### src/rtl/rv_imm_pkg.sv
// Shared types and constants for the RISC-V immediate generator/encoder pair.
// Format codes match the imm_gen select so both sides decode one enum.
package rv_imm_pkg;

  typedef enum logic [2:0] {
    FMT_R   = 3'b000,
    FMT_I   = 3'b001,
    FMT_S   = 3'b010,
    FMT_U   = 3'b011,
    FMT_ISH = 3'b100,
    FMT_B   = 3'b101,
    FMT_J   = 3'b110,
    FMT_RSV = 3'b111
  } imm_fmt_e;

  localparam logic signed [31:0] I_MIN = -32'sd2048;
  localparam logic signed [31:0] I_MAX =  32'sd2047;
  localparam logic signed [31:0] B_MIN = -32'sd4096;
  localparam logic signed [31:0] B_MAX =  32'sd4094;
  localparam logic signed [31:0] J_MIN = -32'sd1048576;
  localparam logic signed [31:0] J_MAX =  32'sd1048574;

  // All-zero word decodes as an illegal instruction on RISC-V.
  localparam logic [31:0] ILLEGAL_INSTR = 32'h0000_0000;

  typedef struct packed {
    imm_fmt_e    fmt;
    logic [6:0]  opcode;
    logic [4:0]  rd;
    logic [4:0]  rs1;
    logic [4:0]  rs2;
    logic [2:0]  funct3;
    logic [6:0]  funct7;
    logic [31:0] imm;
  } enc_req_t;

endpackage

### src/rtl/imm_encoder_range_chk.sv
// Combinational range check: flags immediates that the selected format
// cannot represent exactly.
module imm_range_chk
  import rv_imm_pkg::*;
(
  input  imm_fmt_e    i_fmt,
  input  logic [31:0] i_imm,
  output logic        o_err
);

  logic signed [31:0] w_simm;
  assign w_simm = $signed(i_imm);

  always_comb begin
    o_err = 1'b1;
    case (i_fmt)
      FMT_R:        o_err = 1'b0;
      FMT_I, FMT_S: o_err = (w_simm < I_MIN) || (w_simm > I_MAX);
      // Branch/jump offsets are halfword aligned; bit 0 is not encoded.
      FMT_B:        o_err = (w_simm < B_MIN) || (w_simm > B_MAX) || i_imm[0];
      FMT_J:        o_err = (w_simm < J_MIN) || (w_simm > J_MAX) || i_imm[0];
      FMT_U:        o_err = |i_imm[11:0];
      FMT_ISH:      o_err = |i_imm[31:5];
      default:      o_err = 1'b1;
    endcase
  end

endmodule

### src/rtl/imm_encoder.sv
// Two-stage RISC-V instruction encoder with valid/ready on both sides.
// S1 holds fields plus range-check result, S2 holds the packed word.
module imm_encoder
  import rv_imm_pkg::*;
#(
  parameter int CNT_W = 16
) (
  input  logic             clk,
  input  logic             rst,
  input  logic             in_valid,
  output logic             in_ready,
  input  logic [2:0]       in_fmt,
  input  logic [6:0]       in_opcode,
  input  logic [4:0]       in_rd,
  input  logic [4:0]       in_rs1,
  input  logic [4:0]       in_rs2,
  input  logic [2:0]       in_funct3,
  input  logic [6:0]       in_funct7,
  input  logic [31:0]      in_imm,
  output logic             out_valid,
  input  logic             out_ready,
  output logic [31:0]      out_instr,
  output logic             out_err,
  output logic [CNT_W-1:0] err_count
);

  localparam int STAGES = 2;

  logic [STAGES:1]  r_vld_pipe;
  enc_req_t         r_s1;
  logic             r_s1_err;
  logic [31:0]      r_out_instr;
  logic             r_out_err;
  logic [CNT_W-1:0] r_err_count;

  enc_req_t w_req;
  logic     w_err, w_s1_adv, w_in_fire, w_out_fire;

  assign w_req = '{fmt: imm_fmt_e'(in_fmt), opcode: in_opcode, rd: in_rd,
                   rs1: in_rs1, rs2: in_rs2, funct3: in_funct3,
                   funct7: in_funct7, imm: in_imm};

  imm_range_chk u_chk (.i_fmt(w_req.fmt), .i_imm(in_imm), .o_err(w_err));

  function automatic logic [31:0] pack_instr(input enc_req_t r);
    logic [31:0] v;
    logic [31:0] i;
    i = r.imm;
    v = ILLEGAL_INSTR;
    case (r.fmt)
      FMT_R:   v = {r.funct7, r.rs2, r.rs1, r.funct3, r.rd, r.opcode};
      FMT_I:   v = {i[11:0], r.rs1, r.funct3, r.rd, r.opcode};
      FMT_ISH: v = {r.funct7, i[4:0], r.rs1, r.funct3, r.rd, r.opcode};
      FMT_S:   v = {i[11:5], r.rs2, r.rs1, r.funct3, i[4:0], r.opcode};
      FMT_B:   v = {i[12], i[10:5], r.rs2, r.rs1, r.funct3, i[4:1], i[11], r.opcode};
      FMT_U:   v = {i[31:12], r.rd, r.opcode};
      FMT_J:   v = {i[20], i[10:1], i[11], i[19:12], r.rd, r.opcode};
      default: v = ILLEGAL_INSTR;
    endcase
    return v;
  endfunction

  assign w_out_fire = r_vld_pipe[2] && out_ready;
  assign w_s1_adv   = r_vld_pipe[1] && (!r_vld_pipe[2] || out_ready);
  // Combinational from out_ready so a full pipe can refill with no bubble.
  assign in_ready   = !rst && (!r_vld_pipe[1] || w_s1_adv);
  assign w_in_fire  = in_valid && in_ready;

  always_ff @(posedge clk) begin
    if (rst) begin
      r_vld_pipe  <= '0;
      r_out_instr <= ILLEGAL_INSTR;
      r_out_err   <= 1'b0;
      r_err_count <= '0;
    end else begin
      if (w_in_fire) begin
        r_vld_pipe[1] <= 1'b1;
        r_s1          <= w_req;
        r_s1_err      <= w_err;
      end else if (w_s1_adv) begin
        r_vld_pipe[1] <= 1'b0;
      end

      if (w_s1_adv) begin
        r_vld_pipe[2] <= 1'b1;
        r_out_instr   <= r_s1_err ? ILLEGAL_INSTR : pack_instr(r_s1);
        r_out_err     <= r_s1_err;
      end else if (out_ready) begin
        r_vld_pipe[2] <= 1'b0;
      end

      if (w_out_fire && r_out_err && !(&r_err_count))
        r_err_count <= r_err_count + 1'b1;
    end
  end

  assign out_valid = r_vld_pipe[2];
  assign out_instr = r_out_instr;
  assign out_err   = r_out_err;
  assign err_count = r_err_count;

endmodule

### config.mk
export PLATFORM = sky130hd
export DESIGN_NAME = imm_encoder
export DESIGN_NICKNAME = d
export VERILOG_FILES = /design/src/rtl/rv_imm_pkg.sv /design/src/rtl/imm_encoder_range_chk.sv /design/src/rtl/imm_encoder.sv
export SDC_FILE = /design/constraint.sdc
export NUM_CORES = 1
export LEC_CHECK = 0
export CAP_MARGIN = 10
export CORE_ASPECT_RATIO = 1.2
export CORE_MARGIN = 2
export CORE_UTILIZATION = 50
export CTS_CLUSTER_SIZE = 28
export DETAILED_ROUTE_END_ITERATION = 7
export GPL_ROUTABILITY_DRIVEN = 1
export PLACE_DENSITY = 0.78
export SLEW_MARGIN = 20
export SYNTH_ARGS = -nofsm -noshare
export SYNTH_HDL_FRONTEND = slang
export SYNTH_SLANG_ARGS = --single-unit
### constraint.sdc
create_clock -name clk -period 3.4 [get_ports clk]
set_input_delay 0.85 -clock clk [delete_from_list [all_inputs] [get_ports clk]]
set_output_delay 0.85 -clock clk [all_outputs]
set_load 0.02 [all_outputs]
Word level (Yosys, flattened, before mapping)
Index checks and enable logic that the tools add are counted.
Storage, ports and cells
  register bits: 119
  bits in latches: 0
  RAM bits: 0
  ROM bits: 0
  input port bits: 71
  output and inout bits: 51
  logic and storage cells: 67
  memories kept: 0
Operators by class
  add/subtract/negate cells: 1
  $mul: 0
  divide/modulo/power cells: 0
  $lt $le $gt $ge: 6
  equality and inequality tests: 12
  shift-type cells: 0
  multiplexer cells: 7
  bitwise logic cells: 1
  reductions and logical operators: 26
Operators with widths (count)
  32-bit one-hot mux with 7 select lines: 1
  32-bit by 12-bit greater-than comparator with 1-bit output, second input constant: 1
  32-bit by 13-bit greater-than comparator with 1-bit output, second input constant: 1
  32-bit by 21-bit greater-than comparator with 1-bit output, second input constant: 1
  32-bit by 12-bit < comparator with 1-bit output, second input constant: 1
  32-bit by 13-bit < comparator with 1-bit output, second input constant: 1
  32-bit by 21-bit < comparator with 1-bit output, second input constant: 1
  32-bit two-way mux: 1
  27-bit OR reduction: 1
  3-bit == test, second input constant: 6
  16-bit by 1-bit adder with 16-bit output, second input constant: 1
  16-bit AND reduction: 1
  3-bit by 2-bit == test with 1-bit output, second input constant: 4
  12-bit OR reduction: 1
  1-bit logical OR: 7
  3-bit by 1-bit == test with 1-bit output, second input constant: 2
  1-bit logical AND: 6
  3-bit zero test: 2
  1-bit one-hot mux with 6 select lines: 1
  1-bit zero test: 4
  1-bit two-way mux: 4
  2-bit nonzero test: 2
  2-bit AND reduction: 1
  2-bit OR reduction: 1
  1-bit inverter: 1

Depth between registers and ports, before layout
  depth after elaboration: 7
  depth in mapped cells: 7
  depth with buffers taken out: 6

Cells and area by module
A second synthesis with hierarchy kept.
Second synthesis, totals
  cell total of the unflattened synthesis: 485
  area, all modules: 5403.9 sq um
By module, submodules not included
  imm_encoder: times used 1, cells each 444, area each 5165.0 sq um, seq. area each 3062.9 sq um
  imm_range_chk: times used 1, cells each 41, area each 239.0 sq um, seq. area each 0.0 sq um

Least setup slack after synthesis
Ideal clock, no wire load.
  kind: input to register
  start point: input rst
  end point: register r_s1[0] in the netlist's numbering (enable)
  arrival time: 3.086 ns
  path slack: -0.119 ns
  stages on the path: 3
  path buffers: 1
  cells stage by stage: clkbuf_1 > a21oi_1 > and2_1
Between the ends
  cells in the longest elaborated chain, start to end: 4
RTL lines
  start: declaration: line imm_encoder.sv:9  | input logic rst,
  1-bit zero test: line imm_encoder.sv:66  | assign in_ready = !rst && (!r_vld_pipe[1] || w_s1_adv);
  1-bit logical AND: line imm_encoder.sv:66
  named net in_ready: line imm_encoder.sv:11  | output logic in_ready,
  1-bit logical AND: line imm_encoder.sv:67  | assign w_in_fire = in_valid && in_ready;
  2-bit AND reduction (no line)
  end signal: assignment: line imm_encoder.sv:78  | r_s1 <= w_req;
  end: declaration: line imm_encoder.sv:30  | enc_req_t r_s1;
The timed path passes the listed nets, and every way through them passes these cells.
A chain may end at the register's enable or synchronous reset.

Worst setup path after layout
  start point: input out_ready
  end point: output in_ready
Between the ends
  cells in the longest elaborated chain, start to end: 4
RTL lines
  start: declaration: line imm_encoder.sv:21  | input logic out_ready,
  1-bit logical OR: line imm_encoder.sv:64  | assign w_s1_adv = r_vld_pipe[1] && (!r_vld_pipe[2] || out_ready);
  1-bit logical AND: line imm_encoder.sv:64
  1-bit logical OR: line imm_encoder.sv:66
  1-bit logical AND: line imm_encoder.sv:66
  end: declaration: line imm_encoder.sv:11
Every way passes these cells.

==> results.md <==
* Status: finished, final reports clean
* Mux contribution to synthesized area at 0.04051
* Die ar. at 11,340 um^2
* Worst Tran Pin Value at 0.9013 ns
* Area delta synth->final at 35.88%
* Final Max Tran Viols at 0
* Max Fclk at 0.3220 GHz
* Post-synthesis simple-gate area fraction at 0.1954
* CP Class: in -> out
* Root Buffer: clkbuf_16
* Vias per cell at 5.749
* Final TNS setup at 0 ns
* Die Wd at 97.55 um
* Clock sink total at 119
* RR Startpoint: r_s1[65]$_DFFE_PP_
* WP data required at 2.55 ns
* Xor/xnor cell area share of the yosys netlist at 0.02001
* Initial DRT Pass Iterations at 6
* Post-synthesis adder-cell area fraction at 0.002383
* Max-Cap Viols at 0
* First-pass GRT wire length at 19,580 um
* Worst reg2reg path depth at 5
* Synth warn at 0
* Leakage at 2.427 nW
* Worst Hold Class: reg -> reg
* Synth Area in Compound Gates at 0.1246
* Final hold viol count at 0
* Critical path arrival at 2.26 ns
* Total power at 3.679 mW
* TritonCTS clock tree: yes
* Setup crit end: in_ready
* Sequential fraction of the synthesis area at 0.5833
* H-tree levels at 4
* Worst-path fanout max at 4
* Minimum setup slack among reg-to-reg paths at 1.05 ns
* Tmin final at 3.106 ns
* Reg clk slew, reported paths at 0.05 ns
* Grt total ovfl at 0
* DR iter-0 viols at 282
* Nets at 654
* Crit path from: out_ready
* Vias in the first global route at 4,094
* Largest family of logic cells by synthesized area: simple AND/OR/NAND/NOR gates
* Post-Syn Area at 5251 um^2
* Gr usage total at 0.2185
* RSZ-0062 raised after global routing: false
* Non-filler cells, final at 724
* Fill cell count at 751
* Fraction of layout cells with a size suffix above 1 at 0.09580
* Post-CTS resize count at 0
* DP HPWL at 8320 um
* Site Rows at 41
* Slew headroom at 0.3991
* Initial antenna violation count at 0
* Setup violators final at 0
* CP Launch Type: input port
* DRC viols at 0
* ANT nets after route at 0
* Port-buffer cells at 121
* # hold bufs at CTS at 0
* Post-Syn Area per Cell at 11.22 um^2
* Core Box Area at 10,360 um^2
* Worst-skew pair later-pin latency at 0.40 ns
* I/O Pins at 122
* Num CTS Buffers at 17
* Syn_nets at 540
* Antenna fix cells at 0
* P per Cell Area at 515.6 nW/um^2
* Skew final at 0.009328 ns
* Routed vias at 4,162
* Cell variety after synth at 46
* Final WL at 12,140 um
* Wire length per cell at 16.77 um
* Fraction of the cycle the final worst path needs at 0.9135
* Placer congestion estimate at 0.8902
* Starting density of the core at 0.5068
* Postcts setup bufs at 0
* Largest net degree at the start of global routing at 69
* CTS Buffer Depth at 2
* Dpl cells at 692
* Share of flip-flops with an asynchronous set or reset at 0
* Mapped Cells at 468
* Worst setup EP type: output port
* Worst R2R End: out_instr[11]$_SDFFE_PP0P_
* Post-synth EDFFs at 68
* Die Y at 116.3 um
* #FFs+latches synth at 119
* Top_reg_cell synth: edfxtp_1
* Max IR drop VDD at 413.2 uV
[through the flow]
step / hold WS [ns] / util / instance area, um^2 / worst slack (ns)
floorplan: 0.4586 / - / 5253 / 0.6033
global placement: 0.4444 / 0.6294 / 6523 / 0.3408
detailed placement: 0.4472 / 0.6294 / 6523 / 0.2943
CTS: 0.4543 / 0.6886 / 7136 / 0.2835
global route: 0.4664 / 0.6886 / 7136 / 0.1741
finish: 0.4520 / 0.6886 / 7136 / 0.2943
[critical path, cell delays in order]
cell and delay [ns]:
clkdlybuf4s50_1 0.49, nor2b_1 0.09, a21oi_1 0.19, clkdlybuf4s50_1 0.63
[cells in the final DEF, fill, tap and decap left out, types with 5 or more instances in the layout]
cell type / netlist / routed
clkdlybuf4s50_1: 0 / 120
edfxtp_1: 68 / 68
dfxtp_1: 51 / 51
nor2_1: 49 / 49
nor2b_1: 29 / 29
a21oi_1: 26 / 26
a22oi_1: 25 / 25
nand2_1: 21 / 21
clkbuf_16: 0 / 20
nand2b_1: 19 / 19
nand3_1: 17 / 17
nand4_1: 14 / 14
nor4_1: 11 / 11
xnor2_1: 11 / 11
a31oi_1: 10 / 10
mux2_2: 9 / 9
o221ai_1: 9 / 9
a211oi_1: 8 / 8
nor3_1: 7 / 7
clkbuf_8: 0 / 6
buf_4: 3 / 6
and3_1: 5 / 5
nor3b_1: 5 / 5
nand3b_1: 5 / 5
o211ai_1: 5 / 5
[sequential cells by signal, indices dropped and copies added, names as in the netlist]
register and cells:
err_count 16, out_err 1, out_instr 32, r_s1 67, r_s1_err 1, r_vld_pipe 2
[how the worst min path moves through the flow]
stage	from	end	cells after the start
final	out_instr[10]$_SDFFE_PP0P_	out_instr[10]$_SDFFE_PP0P_	2
after global routing	out_instr[8]$_SDFFE_PP0P_	out_instr[8]$_SDFFE_PP0P_	2
after CTS	out_instr[10]$_SDFFE_PP0P_	out_instr[10]$_SDFFE_PP0P_	2
after detailed placement	out_instr[10]$_SDFFE_PP0P_	out_instr[10]$_SDFFE_PP0P_	2
after global placement	out_instr[7]$_SDFFE_PP0P_	out_instr[7]$_SDFFE_PP0P_	2
after floorplan	r_s1[57]$_DFFE_PP_	out_instr[0]$_SDFFE_PP0P_	2
[area by class of cell]
type	instances	area, um^2	area share
sequential	119	3063	0.4292
multi-input combinational	312	2012	0.2820
timing repair buffer	128	1271	0.1782
clock buffer	28	590.6	0.08276
tap	129	161.4	0.02262
clock inverter	4	22.52	0.003156
inverter	4	15.01	0.002104
[power by group]
group | internal (mW) | total (mW) | switching, mW
clock network | 1.18 | 1.77 | 0.592
registers | 1.58 | 1.61 | 0.0327
logic | 0.153 | 0.295 | 0.142
[metal layers]
layer	share of wire	vias to the layer above	GRT usage	wire length [um]
met4	0.026	0	0.1056	314
met2	0.52	178	0.3743	6279
met3	0.067	24	0.05087	808
met1	0.39	1984	0.2632	4737
met5	0	-	0	0
li1	-	1976	-	-
[cells by family after synthesis]
logic type	after synthesis
DFF	119
and+or+nand+nor	189
muxes	15
AOI/OAI and AO/OA	95
adders and majority gates	1
xor gates and xnor gates	12
buffers and inverters	37
[cells in the mapped netlist, types with 2 or more instances]
cell type / count / share of area
a211oi_1: 8 / 0.011
a21oi_1: 26 / 0.025
a22oi_1: 25 / 0.036
a31oi_1: 10 / 0.012
and3_1: 5 / 0.0060
buf_2: 10 / 0.0095
buf_4: 3 / 0.0043
buf_6: 2 / 0.0043
clkbuf_1: 17 / 0.012
dfxtp_1: 51 / 0.19
edfxtp_1: 68 / 0.39
inv_1: 4 / 0.0029
mux2_2: 9 / 0.019
mux4_2: 4 / 0.017
nand2_1: 21 / 0.015
nand2b_1: 19 / 0.023
nand3_1: 17 / 0.016
nand3b_1: 5 / 0.0071
nand4_1: 14 / 0.017
nor2_1: 49 / 0.035
nor2b_1: 29 / 0.035
nor3_1: 7 / 0.0067
nor3b_1: 5 / 0.0071
nor4_1: 11 / 0.013
o211ai_1: 5 / 0.0071
o21ai_0: 4 / 0.0038
o221ai_1: 9 / 0.015
o22ai_1: 2 / 0.0024
or3_1: 2 / 0.0024
xnor2_1: 11 / 0.018
Note: power is estimated with default switching activity, not from simulation.
